<file path="config.mk">
export PLATFORM = sky130hd
export DESIGN_NAME = pc_fetch_unit_flat
export DESIGN_NICKNAME = d
export VERILOG_FILES = /design/src/rtl/pc_fetch_unit_if.sv /design/src/rtl/pc_fetch_unit.sv /design/src/flat_wrapper.sv
export SDC_FILE = /design/constraint.sdc
export NUM_CORES = 1
export LEC_CHECK = 0
export CORE_MARGIN = 2
export CORE_UTILIZATION = 30
export DETAILED_ROUTE_END_ITERATION = 8
export DONT_BUFFER_PORTS = 1
export GPL_TIMING_DRIVEN = 0
export SETUP_SLACK_MARGIN = 0.4
export SLEW_MARGIN = 20
export SYNTH_ARGS = -nofsm -noshare
export SYNTH_HDL_FRONTEND = slang
export SYNTH_SLANG_ARGS = --single-unit
</file>
<file path="constraint.sdc">
create_clock -name clk -period 2.15 [get_ports clk]
set_input_delay 0 -clock clk [delete_from_list [all_inputs] [get_ports clk]]
set_output_delay 0 -clock clk [all_outputs]
set_load 0.1 [all_outputs]
</file>
<file path="src/rtl/pc_fetch_unit_if.sv">
// Fetch-unit port bundle: hazard/execute controls in, fetch and decode PCs out.
// trap_o exists only when MISALIGN_TRAP_EN is defined.
interface pc_fetch_unit_if #(
   parameter int unsigned XLEN = 32
);
   logic            stall_f;
   logic            stall_d;
   logic            flush_d;
   logic            redirect_e;
   logic            jalr_e;
   logic [XLEN-1:0] pc_e;
   logic [XLEN-1:0] imm_e;
   logic [XLEN-1:0] alu_e;
   logic [XLEN-1:0] pc_f;
   logic [XLEN-1:0] pc_plus4_f;
   logic [XLEN-1:0] pc_d;
   logic [XLEN-1:0] pc_plus4_d;
   logic            valid_d;
`ifdef MISALIGN_TRAP_EN
   logic            trap_o;
`endif

   modport master (
`ifdef MISALIGN_TRAP_EN
      input  trap_o,
`endif
      output stall_f, stall_d, flush_d, redirect_e, jalr_e, pc_e, imm_e, alu_e,
      input  pc_f, pc_plus4_f, pc_d, pc_plus4_d, valid_d
   );

   modport slave (
`ifdef MISALIGN_TRAP_EN
      output trap_o,
`endif
      input  stall_f, stall_d, flush_d, redirect_e, jalr_e, pc_e, imm_e, alu_e,
      output pc_f, pc_plus4_f, pc_d, pc_plus4_d, valid_d
   );
endinterface

</file>
<file path="src/rtl/pc_fetch_unit.sv">
// Program counter, redirect-target adder and fetch-to-decode register for the RV32I pipeline.
// Optional macro MISALIGN_TRAP_EN: redirects to a target with bit1 set go to TRAP_VEC and pulse trap_o.
module pc_fetch_unit #(
   parameter int unsigned     XLEN        = 32,
   parameter logic [XLEN-1:0] RESET_VEC   = 32'hBFC00000,
   parameter logic [XLEN-1:0] JALR_OFFSET = 32'hBFC00000,
   parameter logic [XLEN-1:0] TRAP_VEC    = 32'hBFC00100
) (
   input logic             clk,
   input logic             rst,
   pc_fetch_unit_if.slave  bus
);

   logic [XLEN-1:0] pc_q;
   logic [XLEN-1:0] pc_plus4;
   logic [XLEN-1:0] pc_next;
   logic [XLEN-1:0] jalr_sum;
   logic [XLEN-1:0] target;
   logic [XLEN-1:0] pc_d_q;
   logic [XLEN-1:0] pc_plus4_d_q;
   logic            valid_d_q;
`ifdef MISALIGN_TRAP_EN
   logic            take_trap;
   logic            trap_q;
`endif

   assign pc_plus4 = pc_q + XLEN'(4);

   // NOTE: every always_comb output gets a default first so no path can infer a latch.
   always_comb begin
      jalr_sum = bus.alu_e + JALR_OFFSET;
      target   = bus.jalr_e ? (jalr_sum & ~XLEN'(1)) : (bus.pc_e + bus.imm_e);
      pc_next  = pc_plus4;
`ifdef MISALIGN_TRAP_EN
      take_trap = bus.redirect_e & target[1];
      if (take_trap)           pc_next = TRAP_VEC;
      else if (bus.redirect_e) pc_next = target;
      else if (bus.stall_f)    pc_next = pc_q;
`else
      if (bus.redirect_e)      pc_next = target;
      else if (bus.stall_f)    pc_next = pc_q;
`endif
   end

   // NOTE: sequential state uses non-blocking assignments so all registers sample the same pre-edge values.
   always_ff @(posedge clk) begin
      if (rst) pc_q <= RESET_VEC;
      else     pc_q <= pc_next;
   end

   // A redirect squashes the wrong-path fetch on its own; flushed PCs are left stale.
   // NOTE: only valid_d needs clearing on a bubble, so the PC fields skip the extra mux.
   always_ff @(posedge clk) begin
      if (rst) begin
         pc_d_q       <= '0;
         pc_plus4_d_q <= '0;
         valid_d_q    <= 1'b0;
      end else if (bus.redirect_e || bus.flush_d) begin
         valid_d_q    <= 1'b0;
      end else if (!bus.stall_d) begin
         pc_d_q       <= pc_q;
         pc_plus4_d_q <= pc_plus4;
         valid_d_q    <= 1'b1;
      end
   end

`ifdef MISALIGN_TRAP_EN
   always_ff @(posedge clk) begin
      if (rst) trap_q <= 1'b0;
      else     trap_q <= take_trap;
   end

   assign bus.trap_o = trap_q;
`endif

   assign bus.pc_f       = pc_q;
   assign bus.pc_plus4_f = pc_plus4;
   assign bus.pc_d       = pc_d_q;
   assign bus.pc_plus4_d = pc_plus4_d_q;
   assign bus.valid_d    = valid_d_q;

endmodule

</file>
<file path="src/flat_wrapper.sv">
// flat-port wrapper written by rule: the top's interface ports become plain ports
module pc_fetch_unit_flat 
#(
   parameter int unsigned     XLEN        = 32,
   parameter logic [XLEN-1:0] RESET_VEC   = 32'hBFC00000,
   parameter logic [XLEN-1:0] JALR_OFFSET = 32'hBFC00000,
   parameter logic [XLEN-1:0] TRAP_VEC    = 32'hBFC00100
)
  (clk, rst, bus_stall_f, bus_stall_d, bus_flush_d, bus_redirect_e, bus_jalr_e, bus_pc_e, bus_imm_e, bus_alu_e, bus_pc_f, bus_pc_plus4_f, bus_pc_d, bus_pc_plus4_d, bus_valid_d);
  pc_fetch_unit_if #(.XLEN(XLEN)) bus_i ();
  input logic clk;
  input logic rst;
  input wire logic [$bits(bus_i.stall_f)-1:0] bus_stall_f;
  input wire logic [$bits(bus_i.stall_d)-1:0] bus_stall_d;
  input wire logic [$bits(bus_i.flush_d)-1:0] bus_flush_d;
  input wire logic [$bits(bus_i.redirect_e)-1:0] bus_redirect_e;
  input wire logic [$bits(bus_i.jalr_e)-1:0] bus_jalr_e;
  input wire logic [$bits(bus_i.pc_e)-1:0] bus_pc_e;
  input wire logic [$bits(bus_i.imm_e)-1:0] bus_imm_e;
  input wire logic [$bits(bus_i.alu_e)-1:0] bus_alu_e;
  output wire logic [$bits(bus_i.pc_f)-1:0] bus_pc_f;
  output wire logic [$bits(bus_i.pc_plus4_f)-1:0] bus_pc_plus4_f;
  output wire logic [$bits(bus_i.pc_d)-1:0] bus_pc_d;
  output wire logic [$bits(bus_i.pc_plus4_d)-1:0] bus_pc_plus4_d;
  output wire logic [$bits(bus_i.valid_d)-1:0] bus_valid_d;
  assign bus_i.stall_f = bus_stall_f;
  assign bus_i.stall_d = bus_stall_d;
  assign bus_i.flush_d = bus_flush_d;
  assign bus_i.redirect_e = bus_redirect_e;
  assign bus_i.jalr_e = bus_jalr_e;
  assign bus_i.pc_e = bus_pc_e;
  assign bus_i.imm_e = bus_imm_e;
  assign bus_i.alu_e = bus_alu_e;
  assign bus_pc_f = bus_i.pc_f;
  assign bus_pc_plus4_f = bus_i.pc_plus4_f;
  assign bus_pc_d = bus_i.pc_d;
  assign bus_pc_plus4_d = bus_i.pc_plus4_d;
  assign bus_valid_d = bus_i.valid_d;
  pc_fetch_unit #(.XLEN(XLEN), .RESET_VEC(RESET_VEC), .JALR_OFFSET(JALR_OFFSET), .TRAP_VEC(TRAP_VEC)) u_core (.clk(clk), .rst(rst), .bus(bus_i));
endmodule
</file>
; ---- Word-level counts from Yosys, hierarchy flattened
; Cells that the tools add are included.
[totals]
in_bits = 103
wordCells = 16
regBits = 97
[op_classes]
n_addsub = 3
n_eq_ne = 1
bitwise = 2
reduce_logical = 3
muxes = 3
[op_table]
columns = cell, count
row1 = 2-to-1 mux 32 bit, 3
row2 = "adder 32 x 3 -> 32 bit, second input constant", 1
row3 = adder 32 bit, 1
row4 = "adder 32 bit, second input constant", 1
row5 = "!= test 2 x 1 -> 1 bit, second input constant", 1
row6 = NOT 1 bit, 2
row7 = AND reduction 2 bit, 1
row8 = OR reduction 2 bit, 1
row9 = logical OR 1 bit, 1

; ---- Depth between registers and ports, before layout
[logic_depth]
ltp_word = 3
ltp_mapped = 11
ltp_nobuf = 11

; ---- Worst setup path before layout
; OpenSTA, ideal clock, no wires.
[synth_path]
kind = register -> register
start = register u_core.pc_q[5] (netlist: u_core.bus.pc_f[5])
end = register u_core.pc_q[26] (netlist: u_core.bus.pc_f[26])
stages_incl_launch_ff = 10
setup_ns = 0.087
required_ns = 2.063
slack_ns = -2.183
t_arrival_ns = 4.246
path_cell_list = dfxtp_1 -> buf_4 -> nand2_1 -> or3_1 -> clkbuf_1 -> nor3_1 -> nand4_1 -> xnor2_1 -> a21oi_1 -> o221ai_1
[synth_between]
elab_chain_len = 3
[synth_rtl]
columns = item, line_no
row1 = from (decl), pc_fetch_unit.sv:14  ; logic [XLEN-1:0] pc_q;
row2 = from (signal assigned), pc_fetch_unit.sv:48  ; else pc_q <= pc_next;
row3 = adder 32 x 3 -> 32 bit, pc_fetch_unit.sv:27  ; assign pc_plus4 = pc_q + XLEN'(4);
row4 = net bus_pc_plus4_f[26], flat_wrapper.sv:22  ; output wire logic [$bits(bus_i.pc_plus4_f)-1:0] bus_pc_plus4_f;
row5 = 2-to-1 mux 32 bit, pc_fetch_unit.sv:41  ; else if (bus.stall_f) pc_next = pc_q;
row6 = 2-to-1 mux 32 bit, pc_fetch_unit.sv:40  ; if (bus.redirect_e) pc_next = target;
; The timed path passes the listed nets, and every way through them passes these cells. The select of a mux whose other input is x is not followed.
; A chain may end at the register's enable or synchronous reset.

; ---- Worst setup path after layout
[layout_path]
start = register u_core.pc_q[9] (netlist: u_core.bus.pc_f[9])
end = output port bus_pc_plus4_f[9]
[layout_between]
elab_chain_len = 1
[layout_rtl]
columns = item, line_no
row1 = adder 32 x 3 -> 32 bit, pc_fetch_unit.sv:27
row2 = to (decl), flat_wrapper.sv:22
; No other way between the ends.

==> key figures <==
Outcome
  • Status: complete, but fails checks
  • Failing checks: hold timing, setup timing

Pwr
  • VDD IR max: 0.377 mV
  • Power per cell area: 673 nW/um^2
  • Leakage Power: 3.57 nW
  • Power Total: 6.30 mW

Final layout
  • Post-route core utilization: roughly 45%
  • Area of the multi-input gates: ~5300 um^2
  • Non-Filler Instances: 1,251
  • Register area: 2000 um^2
  • Layout Nets: 1,107
  • Fillers: ~2,100
  • Layout cell share with drive strength beyond 1: 27.1%
  • Area growth syn-to-layout: 46.8%
  • Design Area, Final: between 9000 and 10,000 um^2

Timing
  • Worst hold margin: -0.0210 ns
  • Slew HR: 31.2%
  • Worst-Margin Slew: ~1 ns
  • Final Critical Period: 2.89 ns
  • Final setup skew: approximately 0.010 ns
  • Unrepaired setup endpoints after global routing: yes
  • FMAX: 345 MHz
  • Hold Violations, Final: 1
  • Fin. max-slew vios: 0
  • Final setup vio count: around 70
  • Setup ws final: -0.745 ns
  • Fin crit share: 135%
  • TNS Setup: -30.82 ns

Routing
  • Router iterations before antenna repair: 5
  • DRT iter0 DRCs: 332
  • Final WL: ~24 mm
  • Wirelength per Cell: 19.4 um
  • Post-route ant nets: 0
  • Via count: about 6,400
  • Via density: 5.15
  • DR DRC count: 0

GRT
  • Global-route wire length before repair: 35.5 mm
  • GRT Overall Usage: between 20% and 30%
  • Number of global-route vias before repair: about 6,100
  • Initial antenna violation count: 1
  • GRT overflow: 0
  • Pin count of the biggest net entering global routing: 17

Clock tree
  • Worst skew pair latency: 0.35 ns
  • CTS max path bufs: 2
  • CTS H-Tree Depth: 3
  • Clock sinks: 95
  • Total CTS buffers: 9
  • TritonCTS clock tree: built
  • Reg clk slew, reported paths: 0.07 ns
  • Root buf cell: clkbuf_16

Synth
  • FFs w/ async S/R, synth: 0%
  • Cell taking the most area after synthesis: dfxtp_1
  • Yosys reg bits: 95
  • Syn Std Cell Area: between 6000 and 7000 um^2
  • Syn nets: 1,003
  • Mean Syn Cell Area: ~7.4 um^2
  • Synth top area share: 29.8%
  • Synthesis warning total: 0
  • Cells after Synth: 866
  • Top cells by area, synth: dfxtp_1 (30%), nor2_1 (8.0%), nand2_1 (7.1%), xnor2_1 (6.9%), ha_1 (6.5%)
  • Number of synthesized flops with an enable pin: 0
  • Sequential share of the synthesized area: 29.8%
  • Unique masters post-synth: 62
  • Most used DFF post-synth: dfxtp_1

Placed design
  • Post-Place Setup Slack: -1.09 ns
  • Routability cong.: between 0.8 and 0.9
  • Detailed placer's ending HPWL: 18.6 mm
  • Placed Area: 7520 um^2
  • Cell count after placement: 1,141
  • IO buf count: 0

Setup path
  • Slowest stage delay, CP: 0.61 ns
  • Critical path fanouts, max: 4
  • Crit end category: output port
  • WS Path Type: flop to output port
  • Critical Path, Cell by Cell: clkinvlp_4 -> buf_4 -> buf_6 -> buf_6 -> buf_6 -> buf_6 -> buf_6 -> buf_6 -> buf_6 -> buf_6 -> buf_6 -> buf_6 -> xnor2_4
  • Setup crit start kind: flop
  • WP data arrival: roughly 2.9 ns
  • Most frequent CP cell: buf_6
  • CP required: 2.15 ns
  • Worst path slowest cell: xnor2_4

Floorplan
  • DIE AREA: 22,400 um^2
  • Die height: 150 um
  • Initial Utilization: approximately 30%
  • Die X: 150 um
  • Num rows: 53
  • IO Count: between 200 and 250
  • Core area: ~21,000 um^2

Worst hold path
  • Worst hold path type: primary input to flop

Flow run
  • Max-cap viol count: 0
## layout by cell type (no fill, tap or decap), types with 14 or more instances in the layout
cell type	n
inv_1	14
dlygate4sd3_1	29
nand3_4	15
buf_4	27
xnor2_1	23
a21oi_1	70
dfxtp_4	24
clkbuf_1	40
ha_1	31
xnor2_4	19
xor2_1	26
buf_6	39
nand2_1	106
o21ai_0	26
nor2_1	118
nor3_1	31
dfxtp_1	61
## Yosys cell counts, drive strengths merged, types with 5 or more instances
cell	instances
clkbuf	45
o21bai	5
nor3	39
buf	20
a21o	13
ha	33
o21ai	32
dfxtp	95
a21oi	73
xnor2	50
and3	8
a2111oi	6
o211ai	6
o21a	6
inv	19
nand2	121
nand3	27
nor2	138
nor2b	5
nand4	11
or3	7
xor2	37
o31ai	5
a211oi	15
a31oi	8
## worst max-delay path: cells and delay by family, from the launching register on
family | cells | cell delay (ns)
xor+xnor | 1 | 0.61
buf+inv | 12 | 1.34
flops | 1 | 0.58
## metal layers
metal / track usage, % / routed length, um / share of wire (%) / up-vias
met5: 0 / 0 / 0 / -
met4: 4.43 / 276 / 1.1 / 0
met3: 4.12 / 1760 / 7.3 / 11
met2: 34.4 / 11500 / 48 / 214
met1: 27.4 / 10700 / 44 / 3008
li1: - / - / - / 3206
## worst paths after layout
kind                            cells past startpoint               start                   to  slack, ns
worst max-delay path                               13  u_core.bus.pc_f[9]    bus_pc_plus4_f[9]      -0.74
worst min-delay path                                2       bus_alu_e[20]  u_core.bus.pc_f[20]      -0.02
worst max register to register                      8  u_core.bus.pc_f[9]  u_core.bus.pc_f[26]      -0.74
worst min register to register                      2  u_core.bus.pc_f[9]   u_core.bus.pc_d[9]       0.68
## where the power goes
| part | total (mW) | switching [mW] | internal (mW) |
|---|---|---|---|
| Clock | 1.65 | 0.711 | 0.936 |
| Combinational | 1.88 | 1.23 | 0.649 |
| Sequential | 2.78 | 0.910 | 1.87 |
## cells by family (layout without fill, tap and decap cells)
kind of cell | count (synthesis) | in the layout | synth area share (%)
other | 0 | 1 | 0
adders and majority gates | 34 | 34 | 6.79
muxes | 4 | 4 | 0.628
and+or+nand+nor | 372 | 372 | 25.9
buffers and inverters | 84 | 193 | 5.45
DFF | 95 | 95 | 29.8
AOI/OAI and AO/OA | 190 | 190 | 19.5
xor gates and xnor gates | 87 | 87 | 11.9
## cell type report
| type | instances | share of cell area (%) |
|---|---|---|
| antenna | 1 | 0.0267 |
| buffer | 65 | 3.95 |
| clock buffer | 11 | 2.59 |
| clock inverter | 5 | 0.614 |
| inverter | 19 | 0.975 |
| multi-input combinational | 687 | 56.6 |
| sequential | 95 | 21.4 |
| tap | 275 | 3.67 |
| timing repair buffer | 93 | 10.2 |
## registers in the layout (all words and copies together), names as in the netlist
signal and flops:
u_core.bus.pc_f 32, u_core.bus.pc_d 30, u_core.bus.pc_plus4_d 32, u_core.bus.valid_d 1
## what timing repair did
action | CTS | global route
hold buffers | 29 | 0
buffers inserted | 37 | 27
pin swaps | 57 | 73
endpoints found under the setup margin | 85 | 82
gates resized for setup | 94 | 92
endpoints found under the hold margin | 29 | 0
Note: power is estimated with default switching activity, not from simulation.
